===== config.mk =====
export PLATFORM = sky130hd
export DESIGN_NAME = mem_access_unit
export DESIGN_NICKNAME = d
export VERILOG_FILES = /design/src/rtl/mem_pkg.sv /design/src/rtl/mem_lane_align.sv /design/src/rtl/mem_access_unit.sv
export SDC_FILE = /design/constraint.sdc
export NUM_CORES = 1
export LEC_CHECK = 0
export CAP_MARGIN = 10
export CORE_UTILIZATION = 44
export CTS_CLUSTER_DIAMETER = 40
export CTS_CLUSTER_SIZE = 30
export DETAILED_ROUTE_END_ITERATION = 10
export PLACE_DENSITY = 0.89
export SETUP_SLACK_MARGIN = 0.3
export SLEW_MARGIN = 20
export SYNTH_ARGS = -nofsm -noshare
export SYNTH_HDL_FRONTEND = slang
export SYNTH_SLANG_ARGS = --single-unit

===== constraint.sdc =====
create_clock -name clk -period 2.1 [get_ports clk]
set_input_delay 0.525 -clock clk [delete_from_list [all_inputs] [get_ports clk]]
set_output_delay 0.525 -clock clk [all_outputs]
set_load 0.05 [all_outputs]

===== src/rtl/mem_pkg.sv =====
// Shared types and helpers for the load/store access path.
package mem_pkg;

  // Access size; the encoding is the log2 of the byte count.
  typedef enum logic [1:0] {
    MEM_W1 = 2'd0,
    MEM_W2 = 2'd1,
    MEM_W4 = 2'd2,
    MEM_W8 = 2'd3
  } mem_width_t;

  // Access unit FSM encoding, kept as plain constants for older users.
  typedef logic [1:0] mem_state_t;
  localparam mem_state_t ST_IDLE = 2'd0;
  localparam mem_state_t ST_EXC  = 2'd1;
  localparam mem_state_t ST_ADDR = 2'd2;
  localparam mem_state_t ST_WAIT = 2'd3;

  // Number of bytes moved by an access of the given size.
  function automatic logic [3:0] width_bytes(input mem_width_t w);
    return 4'd1 << w;
  endfunction

endpackage


===== src/rtl/mem_lane_align.sv =====
// Byte-lane steering for the access unit: alignment check, strobes,
// write-data placement and read-data extraction with sign/zero extension.
module mem_lane_align
  import mem_pkg::*;
#(
  parameter  int DATA_W = 32,
  localparam int LANES  = DATA_W / 8,
  localparam int OFF_W  = $clog2(LANES)
) (
  // request side
  input  mem_width_t          width,
  input  logic [2:0]          addr_lo,
  input  logic [DATA_W-1:0]   wdata,
  output logic                misalign,
  output logic [LANES-1:0]    strb,
  output logic [DATA_W-1:0]   wdata_lane,
  // response side, driven from the latched request
  input  mem_width_t          rd_width,
  input  logic [OFF_W-1:0]    rd_off,
  input  logic                rd_signed,
  input  logic [DATA_W-1:0]   rdata,
  output logic [DATA_W-1:0]   rdata_ext
);

  // Ones over the low n bytes of a word; an oversize width covers every lane.
  function automatic logic [DATA_W-1:0] byte_mask(input mem_width_t w);
    logic [DATA_W-1:0] m;
    m = '0;
    for (int i = 0; i < LANES; i++) begin
      if (i < int'(width_bytes(w))) m[8*i +: 8] = 8'hFF;
    end
    return m;
  endfunction

  // Shift the addressed bytes down to bit 0, then sign- or zero-fill above them.
  function automatic logic [DATA_W-1:0] extract(input mem_width_t        w,
                                                input logic [OFF_W-1:0]  off,
                                                input logic              sgn,
                                                input logic [DATA_W-1:0] d);
    logic [DATA_W-1:0] x;
    logic [DATA_W-1:0] m;
    logic              sb;
    x = d >> {off, 3'b000};
    m = byte_mask(w);
    case (w)
      MEM_W1:  sb = x[7];
      MEM_W2:  sb = x[15];
      MEM_W4:  sb = x[31];
      default: sb = x[DATA_W-1];
    endcase
    return (x & m) | ((sgn && sb) ? ~m : '0);
  endfunction

  logic [OFF_W-1:0] off;
  logic [LANES-1:0] strb_base;

  assign off = addr_lo[OFF_W-1:0];

  // Alignment check; an 8-byte access on a narrower bus can never be legal.
  always_comb begin
    misalign = 1'b0;
    case (width)
      MEM_W1:  misalign = 1'b0;
      MEM_W2:  misalign = addr_lo[0];
      MEM_W4:  misalign = |addr_lo[1:0];
      default: misalign = (LANES < 8) ? 1'b1 : |addr_lo;
    endcase
  end

  // Lane enables for the low n bytes, then moved up to the addressed lane.
  always_comb begin
    strb_base = '0;
    for (int i = 0; i < LANES; i++) begin
      strb_base[i] = (i < int'(width_bytes(width)));
    end
    strb       = strb_base << off;
    wdata_lane = (wdata & byte_mask(width)) << {off, 3'b000};
  end

  assign rdata_ext = extract(rd_width, rd_off, rd_signed, rdata);

endmodule


===== src/rtl/mem_access_unit.sv =====
// Load/store access unit between the MEM stage and the data bus.
// One access in flight; all bus and response outputs are registered.
module mem_access_unit
  import mem_pkg::*;
#(
  parameter int DATA_W = 32,
  parameter int ADDR_W = 32
) (
  input  logic                   clk,
  input  logic                   resetn,
  // pipeline request
  input  logic                   req_valid,
  output logic                   req_ready,
  input  logic                   req_write,
  input  logic [1:0]             req_width,
  input  logic                   req_signed,
  input  logic [ADDR_W-1:0]      req_addr,
  input  logic [DATA_W-1:0]      req_wdata,
  // pipeline response
  output logic                   resp_valid,
  output logic                   resp_exc,
  output logic [DATA_W-1:0]      resp_rdata,
  // data bus
  output logic                   bus_valid,
  input  logic                   bus_ready,
  output logic                   bus_write,
  output logic [ADDR_W-1:0]      bus_addr,
  output logic [DATA_W/8-1:0]    bus_strb,
  output logic [DATA_W-1:0]      bus_wdata,
  input  logic                   bus_rvalid,
  input  logic [DATA_W-1:0]      bus_rdata
);

  localparam int LANES = DATA_W / 8;
  localparam int OFF_W = $clog2(LANES);

  mem_state_t        state;
  mem_width_t        width_p0;
  logic [OFF_W-1:0]  off_p0;
  logic              signed_p0;
  logic              write_p0;

  logic              misalign;
  logic [LANES-1:0]  strb;
  logic [DATA_W-1:0] wdata_lane;
  logic [DATA_W-1:0] rdata_ext;

  mem_lane_align #(
    .DATA_W (DATA_W)
  ) u_align (
    .width      (mem_width_t'(req_width)),
    .addr_lo    (req_addr[2:0]),
    .wdata      (req_wdata),
    .misalign   (misalign),
    .strb       (strb),
    .wdata_lane (wdata_lane),
    .rd_width   (width_p0),
    .rd_off     (off_p0),
    .rd_signed  (signed_p0),
    .rdata      (bus_rdata),
    .rdata_ext  (rdata_ext)
  );

  // FSM, handshakes and response pulse.
  always_ff @(posedge clk or negedge resetn) begin
    if (!resetn) begin
      state      <= ST_IDLE;
      req_ready  <= 1'b0;
      bus_valid  <= 1'b0;
      resp_valid <= 1'b0;
      resp_exc   <= 1'b0;
      resp_rdata <= '0;
    end else begin
      resp_valid <= 1'b0;
      resp_exc   <= 1'b0;
      resp_rdata <= '0;
      case (state)
        ST_IDLE: begin
          if (req_valid) begin
            req_ready <= 1'b0;
            if (misalign) begin
              state      <= ST_EXC;
              resp_valid <= 1'b1;
              resp_exc   <= 1'b1;
            end else begin
              state     <= ST_ADDR;
              bus_valid <= 1'b1;
            end
          end else begin
            req_ready <= 1'b1;
          end
        end
        ST_EXC: begin
          state     <= ST_IDLE;
          req_ready <= 1'b1;
        end
        ST_ADDR: begin
          if (bus_ready) begin
            state     <= ST_WAIT;
            bus_valid <= 1'b0;
          end
        end
        default: begin
          // Stores complete with a zero result; loads return the extended lane.
          if (bus_rvalid) begin
            state      <= ST_IDLE;
            req_ready  <= 1'b1;
            resp_valid <= 1'b1;
            resp_rdata <= write_p0 ? '0 : rdata_ext;
          end
        end
      endcase
    end
  end

  // Latch request fields and bus payload on acceptance; they hold until the next accept.
  always_ff @(posedge clk or negedge resetn) begin
    if (!resetn) begin
      width_p0  <= MEM_W1;
      off_p0    <= '0;
      signed_p0 <= 1'b0;
      write_p0  <= 1'b0;
      bus_write <= 1'b0;
      bus_addr  <= '0;
      bus_strb  <= '0;
      bus_wdata <= '0;
    end else if (state == ST_IDLE && req_valid) begin
      width_p0  <= mem_width_t'(req_width);
      off_p0    <= req_addr[OFF_W-1:0];
      signed_p0 <= req_signed;
      write_p0  <= req_write;
      bus_write <= req_write;
      bus_addr  <= {req_addr[ADDR_W-1:OFF_W], {OFF_W{1'b0}}};
      bus_strb  <= strb;
      bus_wdata <= req_write ? wdata_lane : '0;
    end
  end

endmodule


==> results.md <==
* Status: complete, no violations
* Buffers & Inverters on Critical Path at 1
* Register bit total from synthesis at 110
* Largest net degree at the start of global routing at 36
* Gr usage total at around 25%
* Final worst setup slack at 0.329 ns
* Clock Skews at 0.00663 ns
* Ranking of synthesized cells by area: dfrtp_1 (53%), mux2_1 (9.3%), mux2i_1 (4.4%)
* Crit-path cells: clkdlybuf4s15_1
* Worst path depth at 1
* Most common cell after layout, fill and taps aside: dfrtp_1
* RSZ-0062 raised after global routing: no
* Top cell family by delay on the critical path: buffers and inverters
* CORE AREA at approximately 11,000 um2
* Post-CTS Setup Inserts at 0
* Clock group share of total power at 16.5%
* Clock buffer depth at 2
* Netlist cell types at approximately 50
* DRC violations left at 0
* Arr. time, crit path at 1.25 ns
* Synth top area share at 53.0%
* Syn Std Cell Area at 5190 um2
* Worst rel slew slack at between 60% and 70%
* Worst r2r src: off_p0[1]
* Avg WL per Cell at roughly 19 um
* Endpoints failing hold at 0
* Final #Nets at ~750
* Worst Setup SP: bus_wdata[28]
* Via/cell ratio at between 5 and 6
* Seq/Total Area, Yosys at between 50% and 60%
* Critical path class: flip-flop to output pin
* Worst-margin pin slew at just under 0.6 ns
* CTS tree: done
* Tcrit/Tclk final at a little over four fifths
* Initial DRT Pass Iterations at 5
* Clock root cell: clkbuf_16
* I/O pin count at 210
* Reg clk slew, reported paths at around 0.070 ns
* Die Span Y at 111 um
* # port buffers at roughly 210
* Pwr/cell area at around 1500 nW/um2
* Layout Area Growth over Synthesis at 49.5%
* Post-synth top area cell: dfrtp_1
* Max Fclk at 565 MHz
* VDD IR max at ~1.2 mV
* Final WL at ~15 mm
* Post-synth EDFFs at 0
* P_leak at 0.00363 uW
* N_diodes at 0
* Initial antenna violation count at 0
* Initial Util at between 40 and 50%
* Mean post-synth cell area at approximately 12 um2
* Post-layout minimum cycle time at 1.77 ns
* Final ANT Viol Nets at 0
* Cells after synthesis at ~430
* Clk_lat worst skew at roughly 0.34 ns
* Detailed-route via count at 4,408
* CP Capture Type: output pin
* FF-to-FF path depth at 3
* Post-synth top flop: dfrtp_1
* Global-route wire length before repair at 24.1 mm
* Setup violators final at 0
* Worst-path maximum fanout at 2
* DR iter-0 viols at roughly 300
* HPWL after detailed placement at between 10 and 15 mm
* Final GP Congestion at between 0.8 and 0.9
* Comb power frac at between 50% and 60%
* Grt ovf at 0
* Hold Buf Count CTS at 0
* Clock sink count at 110
* Sw frac at a little under half
* Required time worst endpoint at 1.57 ns
* Switching Power at roughly 5300 uW
* Die W at 111 um
* Synth async-reset ratio at between 90% and 100%
* Max-Cap Viols at 0
* Internal power at 5930 uW
* H-tree Lvls at 3
* Crit start category: flip-flop
* Flop pwr share at a little under a third
* Vias in the first global route at roughly 4,500
* Synth Warn # at 0
* Slowest Stage Delay on Critical Path at a little over 0.5 ns
* Share of layout cells above drive strength 1 at between 10% and 20%
* FP Rows at 39
* Setup TNS Final at 0 ns
* Setup slack at placement at between 0.04 and 0.05 ns
* CP max stage cell: clkdlybuf4s15_1
* TritonCTS buffer count at 9
* Most frequent cells in the layout: dfrtp_1 (108), clkdlybuf4s50_1 (102), dlygate4sd2_1 (79)
* Hold Path Class: primary input to asynchronous set/reset pin
* Die footprint at about 12,000 um2
* Slew Viols, Final at 0
[routing by layer]
layer / global-route usage (%) / routed length (um)
met1: 31.5 / 6140
met2: 42.4 / 7570
met3: 3.94 / 893
met4: 9.69 / 324
met5: 0 / 0
[through the flow]
step                      hold slack [ns]  cells  power [uW]  utilization [%]  area, um2
after CTS                           0.160    787       11300             67.5       7740
after detailed placement            0.475    770        9790             65.5       7510
after global placement              0.472    770        9630             65.5       7510
after floorplan                     0.229    429        7550                -       5200
final                               0.153    787       11300             67.7       7770
after global routing                0.183    787       11800             67.7       7770
[cell usage after synthesis (3+ instances only)]
library cell    n
nor2_1         15
o31ai_1         3
a221o_1         3
a211oi_1        7
ha_1            4
inv_1           6
a32o_1          3
nor3_2          8
nand2_1        32
a221oi_1       13
o221ai_1        8
clkbuf_1       13
mux2i_1        23
nor2b_1        12
a22o_1          8
buf_4           3
mux2_1         43
a21oi_1         8
buf_2          12
o21ai_0         4
mux2_2          7
a22oi_1         8
nor3_1          6
o21ai_1        17
o2bb2ai_1       8
and2_1          3
o22ai_1         8
dfrtp_1       110
buf_6           4
[path summary, 6_finish.rpt]
path,slack (ns),to
worst max-delay path,0.33,bus_wdata[28]
worst min-delay path,0.15,resp_exc
worst max register to register,0.43,resp_rdata[14]
worst min register to register,0.48,bus_wdata[13]
max in group asynchronous,1.34,bus_addr[27]
min in group clk,0.48,bus_wdata[13]
[logic make-up after synthesis]
group / share of synthesized area, %
fa+ha+maj: 0.963
simple gates: 10.0
mux: 15.8
flops: 53.0
compound gates: 16.2
other cells: 0.0722
buf+inv: 3.90
[final cells by class]
| class | count | area [um2] |
|---|---|---|
| fillers | 857 | 3700 |
| flip-flops and latches | 110 | 2760 |
| multi-input cells | 280 | 2260 |
| repair buffers | 231 | 2200 |
| clock buffers | 10 | 239 |
| well taps | 143 | 179 |
| clock inverters | 6 | 92.6 |
| inverters | 6 | 26.3 |
| repair inverters | 1 | 5.00 |
[power groups by stage]
stage          clock (uW)  combinational [uW]  sequential (uW)
6_report             1860                6040             3380
2_1_floorplan           0                1950             5600
3_3_place_gp            0                6260             3370
4_1_cts              1880                6000             3380
3_5_place_dp            0                6370             3430
5_1_grt              1980                6340             3480
[sequential cells by signal, indices dropped and copies added, names as in the netlist]
name	count
bus_addr	30
bus_strb	4
bus_valid	1
bus_wdata	32
off_p0	2
req_ready	1
resp_exc	1
resp_rdata	32
resp_valid	1
signed_p0	1
state	2
width_p0	2
write_p0	1
[repair_timing]
item                       CTS  global route
cloned                       1             0
setup endpoints to repair  132            22
pin swaps                    0             1
resized for setup           98            16
Note: power is estimated with default switching activity, not from simulation.
